## config.mk

```make
export PLATFORM = sky130hd
export DESIGN_NAME = instr_mem_loader
export DESIGN_NICKNAME = d
export VERILOG_FILES = /design/src/rtl/instr_mem_loader.sv
export SDC_FILE = /design/constraint.sdc
export NUM_CORES = 1
export LEC_CHECK = 0
export CAP_MARGIN = 20
export CORE_AREA = 10 10 119 67
export DETAILED_ROUTE_END_ITERATION = 12
export DIE_AREA = 0 0 129 77
export PLACE_DENSITY = 0.79
export SYNTH_ARGS = -nofsm -noshare
export SYNTH_HDL_FRONTEND = slang
export SYNTH_SLANG_ARGS = --single-unit
```

## constraint.sdc

```tcl
create_clock -name clk -period 3.4 [get_ports clk]
set_input_delay 0.51 -clock clk [delete_from_list [all_inputs] [get_ports clk]]
set_output_delay 0.51 -clock clk [all_outputs]
set_load 0.005 [all_outputs]
```

## src/rtl/instr_mem_loader.sv

```systemverilog
// Streams a program image into the byte-wide instruction memory, checks its
// trailing 8-bit checksum and holds the CPU stalled while the image is incomplete.
module instr_mem_loader #(
    parameter int unsigned ADDRESS_WIDTH = 12,
    parameter int unsigned DATA_WIDTH    = 8
) (
    input  logic                     clk,
    input  logic                     rst,
    input  logic                     start,
    input  logic [ADDRESS_WIDTH:0]   len,
    input  logic                     in_valid,
    input  logic [DATA_WIDTH-1:0]    in_data,
    output logic                     in_ready,
    output logic                     mem_we,
    output logic [ADDRESS_WIDTH-1:0] mem_addr,
    output logic [DATA_WIDTH-1:0]    mem_wdata,
    output logic                     cpu_stall,
    output logic                     done,
    output logic                     err
);

    localparam int unsigned LEN_W = ADDRESS_WIDTH + 1;
    localparam logic [LEN_W-1:0] MAX_LEN = {1'b1, {ADDRESS_WIDTH{1'b0}}};

    typedef enum logic [2:0] {
        ST_IDLE,
        ST_LOAD,
        ST_CHECK,
        ST_DONE,
        ST_ERR
    } state_t;

    state_t                   state, state_d;
    logic [LEN_W-1:0]         remaining, remaining_d;
    logic [ADDRESS_WIDTH-1:0] addr, addr_d;
    logic [DATA_WIDTH-1:0]    csum, csum_d;

    logic                     we_d;
    logic [ADDRESS_WIDTH-1:0] waddr_d;
    logic [DATA_WIDTH-1:0]    wdata_d;
    logic                     ready_d;
    logic                     stall_d;
    logic                     done_d;
    logic                     err_d;

    logic                     xfer_c;
    logic [DATA_WIDTH-1:0]    sum_c;

    // in_ready is a registered copy of "state is LOAD or CHECK"
    assign xfer_c = in_valid && in_ready;
    assign sum_c  = csum + in_data;

    // State, counters and registered outputs
    always_ff @(posedge clk or negedge rst) begin
        if (!rst) begin
            state     <= ST_IDLE;
            remaining <= '0;
            addr      <= '0;
            csum      <= '0;
            in_ready  <= 1'b0;
            mem_we    <= 1'b0;
            mem_addr  <= '0;
            mem_wdata <= '0;
            cpu_stall <= 1'b0;
            done      <= 1'b0;
            err       <= 1'b0;
        end else begin
            state     <= state_d;
            remaining <= remaining_d;
            addr      <= addr_d;
            csum      <= csum_d;
            in_ready  <= ready_d;
            mem_we    <= we_d;
            mem_addr  <= waddr_d;
            mem_wdata <= wdata_d;
            cpu_stall <= stall_d;
            done      <= done_d;
            err       <= err_d;
        end
    end

    // Next-state, counter updates and next output values
    always_comb begin
        state_d     = state;
        remaining_d = remaining;
        addr_d      = addr;
        csum_d      = csum;
        we_d        = 1'b0;
        waddr_d     = mem_addr;
        wdata_d     = mem_wdata;

        unique case (state)
            ST_IDLE, ST_ERR: begin
                if (start) begin
                    if (len > MAX_LEN) begin
                        state_d = ST_ERR;
                    end else begin
                        remaining_d = len;
                        addr_d      = '0;
                        csum_d      = '0;
                        state_d     = (len == '0) ? ST_CHECK : ST_LOAD;
                    end
                end
            end
            ST_LOAD: begin
                if (xfer_c) begin
                    we_d        = 1'b1;
                    waddr_d     = addr;
                    wdata_d     = in_data;
                    addr_d      = addr + ADDRESS_WIDTH'(1);
                    csum_d      = sum_c;
                    remaining_d = remaining - LEN_W'(1);
                    if (remaining == LEN_W'(1)) begin
                        state_d = ST_CHECK;
                    end
                end
            end
            ST_CHECK: begin
                // The checksum byte only feeds the compare; it is never written
                if (xfer_c) begin
                    state_d = (sum_c == '0) ? ST_DONE : ST_ERR;
                end
            end
            ST_DONE: begin
                state_d = ST_IDLE;
            end
            default: begin
                state_d = ST_IDLE;
            end
        endcase

        ready_d = (state_d == ST_LOAD) || (state_d == ST_CHECK);
        stall_d = (state_d == ST_LOAD) || (state_d == ST_CHECK) || (state_d == ST_ERR);
        done_d  = (state_d == ST_DONE);
        err_d   = (state_d == ST_ERR);
    end

endmodule

```

==> implementation parameters <==
Parameter                              Value

Routing
  Post-DR vias/cell    5.75
  Post-route ant nets    0
  Number of vias in the routed layout    2835
  WL final    8.21 mm
  Post-route DRC violation count    0
  Drt initial violations    300
  First-pass detailed-route iteration total    4
  DR WL/cell    16.7 um

Floorplanning
  Starting density of the core    0.531
  Number of placement rows    20
  Core region area    0.00591 sq mm
  Die extent in x    129 um
  Floorplan die area    0.00993 sq mm
  Num ports    50
  Height of the die    77 um

Pwr
  Areal power density over the cells    762 mW/mm^2
  VDD IR-drop max    361 uV
  LEAKAGE    1.79 nW

Outcome
  Result of the run    finished, final reports clean

Logic synthesis
  Number of synthesized register bits    61
  Cell area after synthesis    0.00314 sq mm
  Number of nets in the synthesized netlist    391
  Number of enable flip-flop cells after synthesis    0
  Share of synthesized flip-flops with an asynchronous set or reset    1.00
  Cell variety after synth    45
  Yosys warning count    0
  Post-Synthesis Cells    355
  Mean cell area of the mapped netlist    8.84 sq um
  Portion of the post-synthesis area used by sequential elements    0.486
  Most used flip-flop cell after synthesis    sky130_fd_sc_hd__dfrtp_1

GRT
  Pin count of the biggest net entering global routing    42
  Wire length of the first global-routing pass    13.5 mm
  Number of antenna violations at the first check in global routing    0
  Via count of the first global-routing pass    2750
  Total GRT Usage    0.167
  Total global routing overflow    0

Setup path
  Maximum fanout encountered on the critical timing path    4
  Startpoint of the worst register-to-register path    csum[0]
  Stage delay of the slowest cell on the critical path    0.47 ns
  Kind of critical path    input port to flip-flop
  Crit path max-delay cell type    sky130_fd_sc_hd__or4_1
  Worst Path Arrival    3.35 ns
  Setup slack of the most critical reg-to-reg path    0.56 ns
  Startpoint types    input port
  Kind of capture point of the worst setup path    flip-flop
  Required time reported for the critical path endpoint    3.64 ns
  Logic depth of the worst register-to-register path    9
  Critical register-to-register path endpoint    state[0]
  Cell-by-cell trace of the critical path    clkdlybuf4s50_1, ha_1, fa_1, a211oi_2, nor2_1, xor2_1, or4_1, or3_1, buf_4, o21ai_0

Finish
  Ratio of cells with drive above 1 in the final layout    0.0913
  Non-Filler Cell Area, Final    0.00404 sq mm
  Fin nets    447
  Leading cell types in the layout, fill and taps excluded    sky130_fd_sc_hd__nand2_1, sky130_fd_sc_hd__dfrtp_1, sky130_fd_sc_hd__clkdlybuf4s50_1
  Most common cell after layout, fill and taps aside    sky130_fd_sc_hd__nand2_1
  Diodes inserted    0
  Total of fill cells in the finished design    467
  Area growth from synthesis to layout    28.9%

Timing
  Worst-case hold slack    0.127 ns
  Largest clock skew in the final design    0.00488 ns
  Headroom to the max-slew limit    0.546
  Number of slew-limit violations in the final report    0
  Clock period minus final worst setup slack    3.11 ns
  Slew @ Worst Pin    0.679 ns
  Final hold violation count    0
  Final period utilization    0.913
  Number of failing setup endpoints in the final timing report    0
  Unrepaired setup endpoints after global routing    false
  Maximum clock rate    322 MHz

Clock network
  Maximum clock path buffer count    2
  Cell at the root of the clock tree    sky130_fd_sc_hd__clkbuf_16
  Reg clk slew, reported paths    0.05 ns
  Clock sink count    61
  CTS tree    done
  Total clock buffers created by CTS    9
  Clock H-tree levels    3
  Number of setup buffers added after CTS    0
  Worst-skew pair later-pin latency    0.33 ns
  Total of hold buffers inserted after clock tree synthesis    0
  Quantity of gates resized following cts    0

Hold path
  Hold crit path type    input port to asynchronous set/reset pin

Job
  Number of max-cap violations    0

Placement
  Detailed placer's ending HPWL    5.65 mm
  Port Buf Inserts    49
  Final Wtd Congestion    0.942
  DP Area    0.00374 sq mm
==> cell usage after synthesis (2+ instances only) <==
library cell,n,area share
sky130_fd_sc_hd__a21oi_1,23,0.037
sky130_fd_sc_hd__a32o_1,2,0.0064
sky130_fd_sc_hd__buf_1,3,0.0036
sky130_fd_sc_hd__a31oi_1,2,0.0040
sky130_fd_sc_hd__xor2_1,9,0.025
sky130_fd_sc_hd__buf_2,3,0.0048
sky130_fd_sc_hd__o211ai_1,2,0.0048
sky130_fd_sc_hd__a211oi_2,2,0.0080
sky130_fd_sc_hd__nor2_1,21,0.025
sky130_fd_sc_hd__nand2_1,94,0.11
sky130_fd_sc_hd__nor3_1,14,0.022
sky130_fd_sc_hd__o32ai_1,2,0.0056
sky130_fd_sc_hd__nor4_1,4,0.0080
sky130_fd_sc_hd__or3_1,7,0.014
sky130_fd_sc_hd__o31ai_1,2,0.0048
sky130_fd_sc_hd__ha_1,10,0.040
sky130_fd_sc_hd__inv_1,5,0.0060
sky130_fd_sc_hd__o22ai_1,2,0.0040
sky130_fd_sc_hd__nand4_1,5,0.010
sky130_fd_sc_hd__xnor2_1,7,0.020
sky130_fd_sc_hd__dfrtp_1,61,0.49
sky130_fd_sc_hd__nand2b_1,3,0.0060
sky130_fd_sc_hd__o2bb2ai_1,2,0.0056
sky130_fd_sc_hd__or4_1,4,0.0096
sky130_fd_sc_hd__nand3_1,6,0.0096
sky130_fd_sc_hd__o21ai_0,33,0.053
sky130_fd_sc_hd__clkbuf_1,9,0.011
==> power breakdown <==
group | leakage (nW) | total, W | internal, W | switching (W)
sequential | 0.801 | 0.00110 | 0.000926 | 0.000170
clock | 0.140 | 0.000907 | 0.000583 | 0.000324
combinational | 0.850 | 0.00108 | 0.000472 | 0.000608
==> flip-flops by register name (all words and copies together), names as in the netlist <==
name and count:
remaining 13, addr 12, mem_addr 12, csum 8, mem_wdata 8, state 3, cpu_stall 1, done 1
err 1, in_ready 1, mem_we 1
==> final cells by class <==
cell class / count / area [sq um] / area share
Inverter: 6 / 22.5 / 0.00557
Clock buffer: 10 / 239 / 0.0591
Sequential cell: 61 / 1530 / 0.377
Timing Repair Buffer: 60 / 568 / 0.140
Clock inverter: 6 / 62.6 / 0.0155
Tap cell: 77 / 96.3 / 0.0238
Multi-Input combinational cell: 273 / 1530 / 0.378
==> kinds of logic after synthesis <==
group / count (synthesis) / share of synthesized area
AO/OA/AOI/OAI: 81 / 0.158
XOR/XNOR: 16 / 0.0447
adder cells (fa/ha/maj): 11 / 0.0463
buffers and inverters: 21 / 0.0263
flip-flops: 61 / 0.486
multiplexers: 1 / 0.00359
AND/OR/NAND/NOR: 164 / 0.234
==> worst max-delay path: cells and delay by family <==
kind | cells | cell delay [ns]
buffers and inverters | 2 | 0.61
xor gates and xnor gates | 1 | 0.16
AOI/OAI and AO/OA | 2 | 0.43
and+or+nand+nor | 3 | 0.98
adders and majority gates | 2 | 0.67
==> worst max path at each step <==
stage | to | slack [ns] | start | cells after the start
4_1_cts | state[0] | 0.27 | in_data[0] | 10
3_5_place_dp | state[0] | -0.04 | in_data[0] | 10
6_report | state[0] | 0.29 | in_data[0] | 10
5_1_grt | state[0] | 0.16 | in_data[0] | 10
3_3_place_gp | state[2] | 0.02 | in_data[0] | 9
2_1_floorplan | err | 0.52 | in_data[0] | 9
==> per-layer routing <==
metal / GRT usage / vias up / part of all wire
li1: - / 1357 / -
met1: 0.219 / 1340 / 0.45
met2: 0.243 / 122 / 0.44
met3: 0.0679 / 16 / 0.090
met4: 0.0530 / 0 / 0.015
met5: 0 / - / 0
==> stage by stage <==
stage	utilization	power [W]	setup slack, ns	TNS (ns)	std cells
5_1_grt	0.685	0.00327	0.164	0	493
3_3_place_gp	0.634	0.00210	0.0236	0	477
4_1_cts	0.685	0.00309	0.275	0	493
6_report	0.685	0.00308	0.295	0	493
3_5_place_dp	0.634	0.00215	-0.0381	-0.0550	477
2_1_floorplan	-	0.00173	0.517	0	355
No activity file was read; power rests on OpenSTA's default activity.
